## config.mk

```make
export PLATFORM = sky130hd
export DESIGN_NAME = string_stream_serializer
export DESIGN_NICKNAME = d
export VERILOG_FILES = /design/src/rtl/string_stream_serializer.sv
export SDC_FILE = /design/constraint.sdc
export NUM_CORES = 1
export LEC_CHECK = 0
export BUFFER_PORTS_ARGS = -buffer_cell sky130_fd_sc_hd__buf_4
export CORE_MARGIN = 4
export CORE_UTILIZATION = 55
export CTS_CLUSTER_DIAMETER = 30
export DETAILED_ROUTE_END_ITERATION = 7
export GPL_TIMING_DRIVEN = 0
export PLACE_DENSITY = 0.84
export SETUP_SLACK_MARGIN = 0.4
export SLEW_MARGIN = 40
export SYNTH_ARGS = -nofsm -noshare
export SYNTH_HDL_FRONTEND = slang
export SYNTH_SLANG_ARGS = --single-unit
```

## constraint.sdc

```tcl
create_clock -name clk -period 2.3 [get_ports clk]
set_input_delay 0.345 -clock clk [delete_from_list [all_inputs] [get_ports clk]]
set_output_delay 0.345 -clock clk [all_outputs]
set_load 0.03 [all_outputs]
```

## src/rtl/string_stream_serializer.sv

```systemverilog
// string_stream_serializer: buffers words via valid/ready, shifts them out MSB-first on string2, applies the 4-bit pattern on string1 at word boundaries
module string_stream_serializer #(
  parameter int WORD_W = 8,
  parameter int FIFO_DEPTH = 4
) (
  input  logic              clk,
  input  logic              rst,
  input  logic [WORD_W-1:0] in_data,
  input  logic              in_valid,
  output logic              in_ready,
  input  logic [3:0]        pat_in,
  input  logic              pat_load,
  output logic [3:0]        string1,
  output logic              string2,
  output logic              bit_valid,
  output logic              busy,
  output logic [7:0]        words_sent
);
  localparam int AW = $clog2(FIFO_DEPTH);
  localparam int CW = $clog2(WORD_W);
  typedef enum logic {IDLE, SHIFT} state_t;
  state_t            r_state;
  logic [WORD_W-1:0] r_mem [FIFO_DEPTH];
  logic [AW:0]       r_wr_ptr, r_rd_ptr;
  logic [WORD_W-1:0] r_sr;
  logic [CW-1:0]     r_bit_cnt;
  logic [3:0]        r_pend;
  logic              r_pend_v;
  logic              w_empty, w_full, w_wr, w_last, w_pop, w_apply;
  logic [WORD_W-1:0] w_head;
  assign w_empty   = r_wr_ptr == r_rd_ptr;
  assign w_full    = (r_wr_ptr[AW] != r_rd_ptr[AW]) && (r_wr_ptr[AW-1:0] == r_rd_ptr[AW-1:0]);
  assign w_wr      = in_valid && !w_full;
  assign w_last    = (r_state == SHIFT) && (r_bit_cnt == '0);
  assign w_pop     = !w_empty && ((r_state == IDLE) || w_last);
  assign w_apply   = r_pend_v && ((r_state == IDLE) || w_pop);
  assign w_head    = r_mem[r_rd_ptr[AW-1:0]];
  assign in_ready  = !w_full;
  assign busy      = (r_state == SHIFT) || !w_empty;
  always_ff @(posedge clk)
    if (w_wr) r_mem[r_wr_ptr[AW-1:0]] <= in_data;
  always_ff @(posedge clk) begin
    if (rst) begin
      r_state    <= IDLE;
      r_wr_ptr   <= '0;
      r_rd_ptr   <= '0;
      r_sr       <= '0;
      r_bit_cnt  <= '0;
      r_pend     <= '0;
      r_pend_v   <= 1'b0;
      string1    <= '0;
      string2    <= 1'b0;
      bit_valid  <= 1'b0;
      words_sent <= '0;
    end else begin
      if (w_wr) r_wr_ptr <= r_wr_ptr + (AW+1)'(1);
      if (w_pop) begin
        r_rd_ptr  <= r_rd_ptr + (AW+1)'(1);
        r_sr      <= w_head;
        string2   <= w_head[WORD_W-1];
        bit_valid <= 1'b1;
        r_bit_cnt <= CW'(WORD_W-1);
        r_state   <= SHIFT;
      end else if (r_state == SHIFT && !w_last) begin
        r_sr      <= {r_sr[WORD_W-2:0], 1'b0};
        string2   <= r_sr[WORD_W-2];
        r_bit_cnt <= r_bit_cnt - CW'(1);
      end else begin
        r_state   <= IDLE;
        string2   <= 1'b0;
        bit_valid <= 1'b0;
      end
      if (w_last) words_sent <= words_sent + 8'd1;
      if (w_apply) string1 <= r_pend;
      if (pat_load) r_pend <= pat_in;
      r_pend_v <= pat_load || (r_pend_v && !w_apply);
    end
  end
endmodule

```

==> metrics.yaml <==
synth:
  synth_edf_count: 32
  synth_cells: 220
  synth_area_per_cell_sq_um: 12.7
  synth_fp_nets: 244
  synth_ff_type: "dfxtp_1"
  syn_area_sq_um: 2790
  synth_top_area_share_pct: 34.4
  yosys_warnings: 0
  ys_ff_latch: 69
  synthArstFlopShare_pct: 0
  synthTopCellsByArea: "edfxtp_1 34%, dfxtp_1 27%, mux4_2 6.5%"
  yosys.area.top_type: "edfxtp_1"
  ys_types: 33
  ys_seq_area_share_pct: 61.0
global_routing:
  grt_max_degree: 13
  grt_pass1_vias: 1695
  grt_antenna_before_repair: 0
  grt_pass1_wl_um: 7980
  overflow: 0
  use_met3_pct: 5.78
  grtUsageMet2_pct: 24.9
  met1_usage_pct: 22.9
  grtUsageTotal_pct: 16.8
  gr-max-usage-layer: "met2"
cts:
  path_clk_slew_ps: 70
  cts_num_sinks: 69
  root_buffer: "clkbuf_8"
  clockBufferDepth: 2
  cts_max_level: 3
  clock_latency_ps: 330
  hold_buffers: 0
  numCtsBuffers: 9
  cts_tree: "done"
floorplan:
  rows: 25
  start_util_pct: 57.9
  dieArea_sq_um: 6280
  coreArea_sq_um: 4820
  ios: 32
  fp.dieW_um: 79.2
  die_h_um: 79.2
sta:
  setup_tns_ps: 0
  rsz0062_at_grt: "yes"
  holdWs_ps: 208
  relSlewSlack_pct: 62.7
  setup_viol: 0
  tightest_slew_ps: 552
  fin_skew_ps: 9.71
  period_share_pct: 81.9
  hold_viol: 0
  period_needed_ps: 1880
  max_freq_ghz: 0.531
  finalMaxSlewViolations: 0
power:
  ir_worst_vdd_uv: 686
  p_leak_nw: 1.30
  p_total_w: 0.00362
  powerDensity_nw_per_um2: 1080
worst_setup_path:
  critPathLaunchType: "register"
  crit_required_ps: 1960
  crit_arrival_ps: 1540
  worstSetupPathType: "reg2out"
  end_kind: "primary output"
  critical_path.max_fanout: 7
  reg2reg_slack_ps: 460
  reg2reg_depth: 8
route:
  wl_um: 4670
  firstDrtPassIters: 4
  wl_per_cell_um: 13.9
  routed-via-count: 1728
  final_antenna_net_count: 0
  drt_iter0_drc: 78
  viasPerCell: 5.16
  drc: 0
final_layout:
  final_nets: 287
  num-fill-cells: 360
  n_antenna_cell: 0
  final_cells: 335
  final_area_sq_um: 3340
  syn2layout_area_growth_pct: 19.7
  drive_gt1_share_pct: 26.9
outcome:
  status: "finished clean"
placement:
  place_area_sq_um: 3100
  place_congestion: 0.758
  port_buffers: 30
  dp_cells: 317
  hpwlAfterDp_um: 3220
hold_path:
  hold_path_class: "in2reg"
  hold_depth: 1
run:
  maxCapViolations: 0
cell usage in the layout (no fill, tap or decap), types with 3 or more instances in the layout:
master	n
buf_4	34
dfxtp_1	34
edfxtp_1	32
nor2_1	29
mux2i_1	12
nand2_1	11
nand2b_1	9
xor2_1	9
clkbuf_8	9
clkbuf_1	8
mux4_2	8
a21oi_1	8
ha_1	8
a211oi_1	7
inv_1	6
nand4_1	4
xor2_2	3
and2_2	3
xnor2_1	3
dfxtp_2	3
metal layers:
layer  routed length, um  up-vias
li1                    -      866
met1                2200      827
met2                2240       31
met3                 181        4
met4                  52        0
met5                   0        -
critical path, stage by stage (launching register included):
cell      delay (ps)
dfxtp_1          410
xor2_2           340
nor3_2           100
buf_4            150
nand2b_1          60
buf_4            150
power by group:
| group | leakage (nW) | internal (W) | switching [W] | total [W] |
|---|---|---|---|---|
| logic | 0.611 | 0.000514 | 0.000626 | 0.00114 |
| registers | 0.598 | 0.00146 | 0.000102 | 0.00156 |
| clock network | 0.0947 | 0.000496 | 0.000428 | 0.000924 |
timing repair:
item / in CTS / in global routing
setup endpoints to repair: 26 / 35
resized for setup: 6 / 7
pin swaps: 1 / 1
setup buffers: 2 / 0
worst paths after layout:
| kind | from | endpoint |
|---|---|---|
| setup / recovery | r_rd_ptr[1] | busy |
| hold / removal | in_data[2] | r_mem[1][2] |
| setup reg to reg | r_bit_cnt[0] | r_rd_ptr[0] |
| hold reg to reg | r_sr[6] | string2 |
area by class of cell:
| cell class | instances | area [sq um] | share of cell area, % |
|---|---|---|---|
| Multi-Input combinational cell | 133 | 1050 | 31.3 |
| Buffer | 12 | 58.8 | 1.76 |
| Sequential cell | 69 | 1710 | 51.0 |
| Tap cell | 67 | 83.8 | 2.51 |
| Clock buffer | 11 | 131 | 3.93 |
| Inverter | 6 | 22.5 | 0.674 |
| Timing Repair Buffer | 32 | 240 | 7.19 |
| Clock inverter | 5 | 52.6 | 1.57 |
Yosys cell counts, types with 2 or more instances:
cell / count
edfxtp_1: 32
ha_1: 8
buf_2: 3
and2_1: 4
a211oi_1: 7
and3_1: 2
inv_1: 6
nand2b_1: 9
dfxtp_1: 37
o31ai_1: 2
clkbuf_1: 6
nor2_1: 29
a21oi_1: 8
a221oi_1: 2
nor3_1: 2
nand4_1: 4
xnor2_1: 3
xor2_1: 12
o311ai_0: 2
mux4_2: 8
nand2_1: 11
mux2i_1: 12
flip-flops by register name, indices dropped and copies added (netlist names), named ones only:
name and count:
r_state 1, r_mem 32, r_pend_v 1, string2 1, r_wr_ptr 3, r_bit_cnt 3
string1 4, words_sent 8, r_rd_ptr 3, r_sr 7, r_pend 4
metrics by stage:
step / setup WS [ps] / utilization, %
6_report: 417 / 69.4
5_1_grt: 311 / 69.4
3_3_place_gp: 334 / 64.3
4_1_cts: 401 / 69.0
2_1_floorplan: 577 / -
3_5_place_dp: 252 / 64.3
logic make-up (layout without fill, tap and decap cells):
| logic type | Yosys count | in the layout | share of synthesized area, % |
|---|---|---|---|
| AO/OA/AOI/OAI | 24 | 24 | 5.92 |
| XOR/XNOR | 15 | 15 | 4.71 |
| adder cells (fa/ha/maj) | 8 | 8 | 3.59 |
| buffers and inverters | 18 | 66 | 2.73 |
| flip-flops | 69 | 69 | 61.0 |
| multiplexers | 20 | 20 | 10.8 |
| AND/OR/NAND/NOR | 66 | 66 | 11.3 |
No activity file was read; power rests on OpenSTA's default activity.
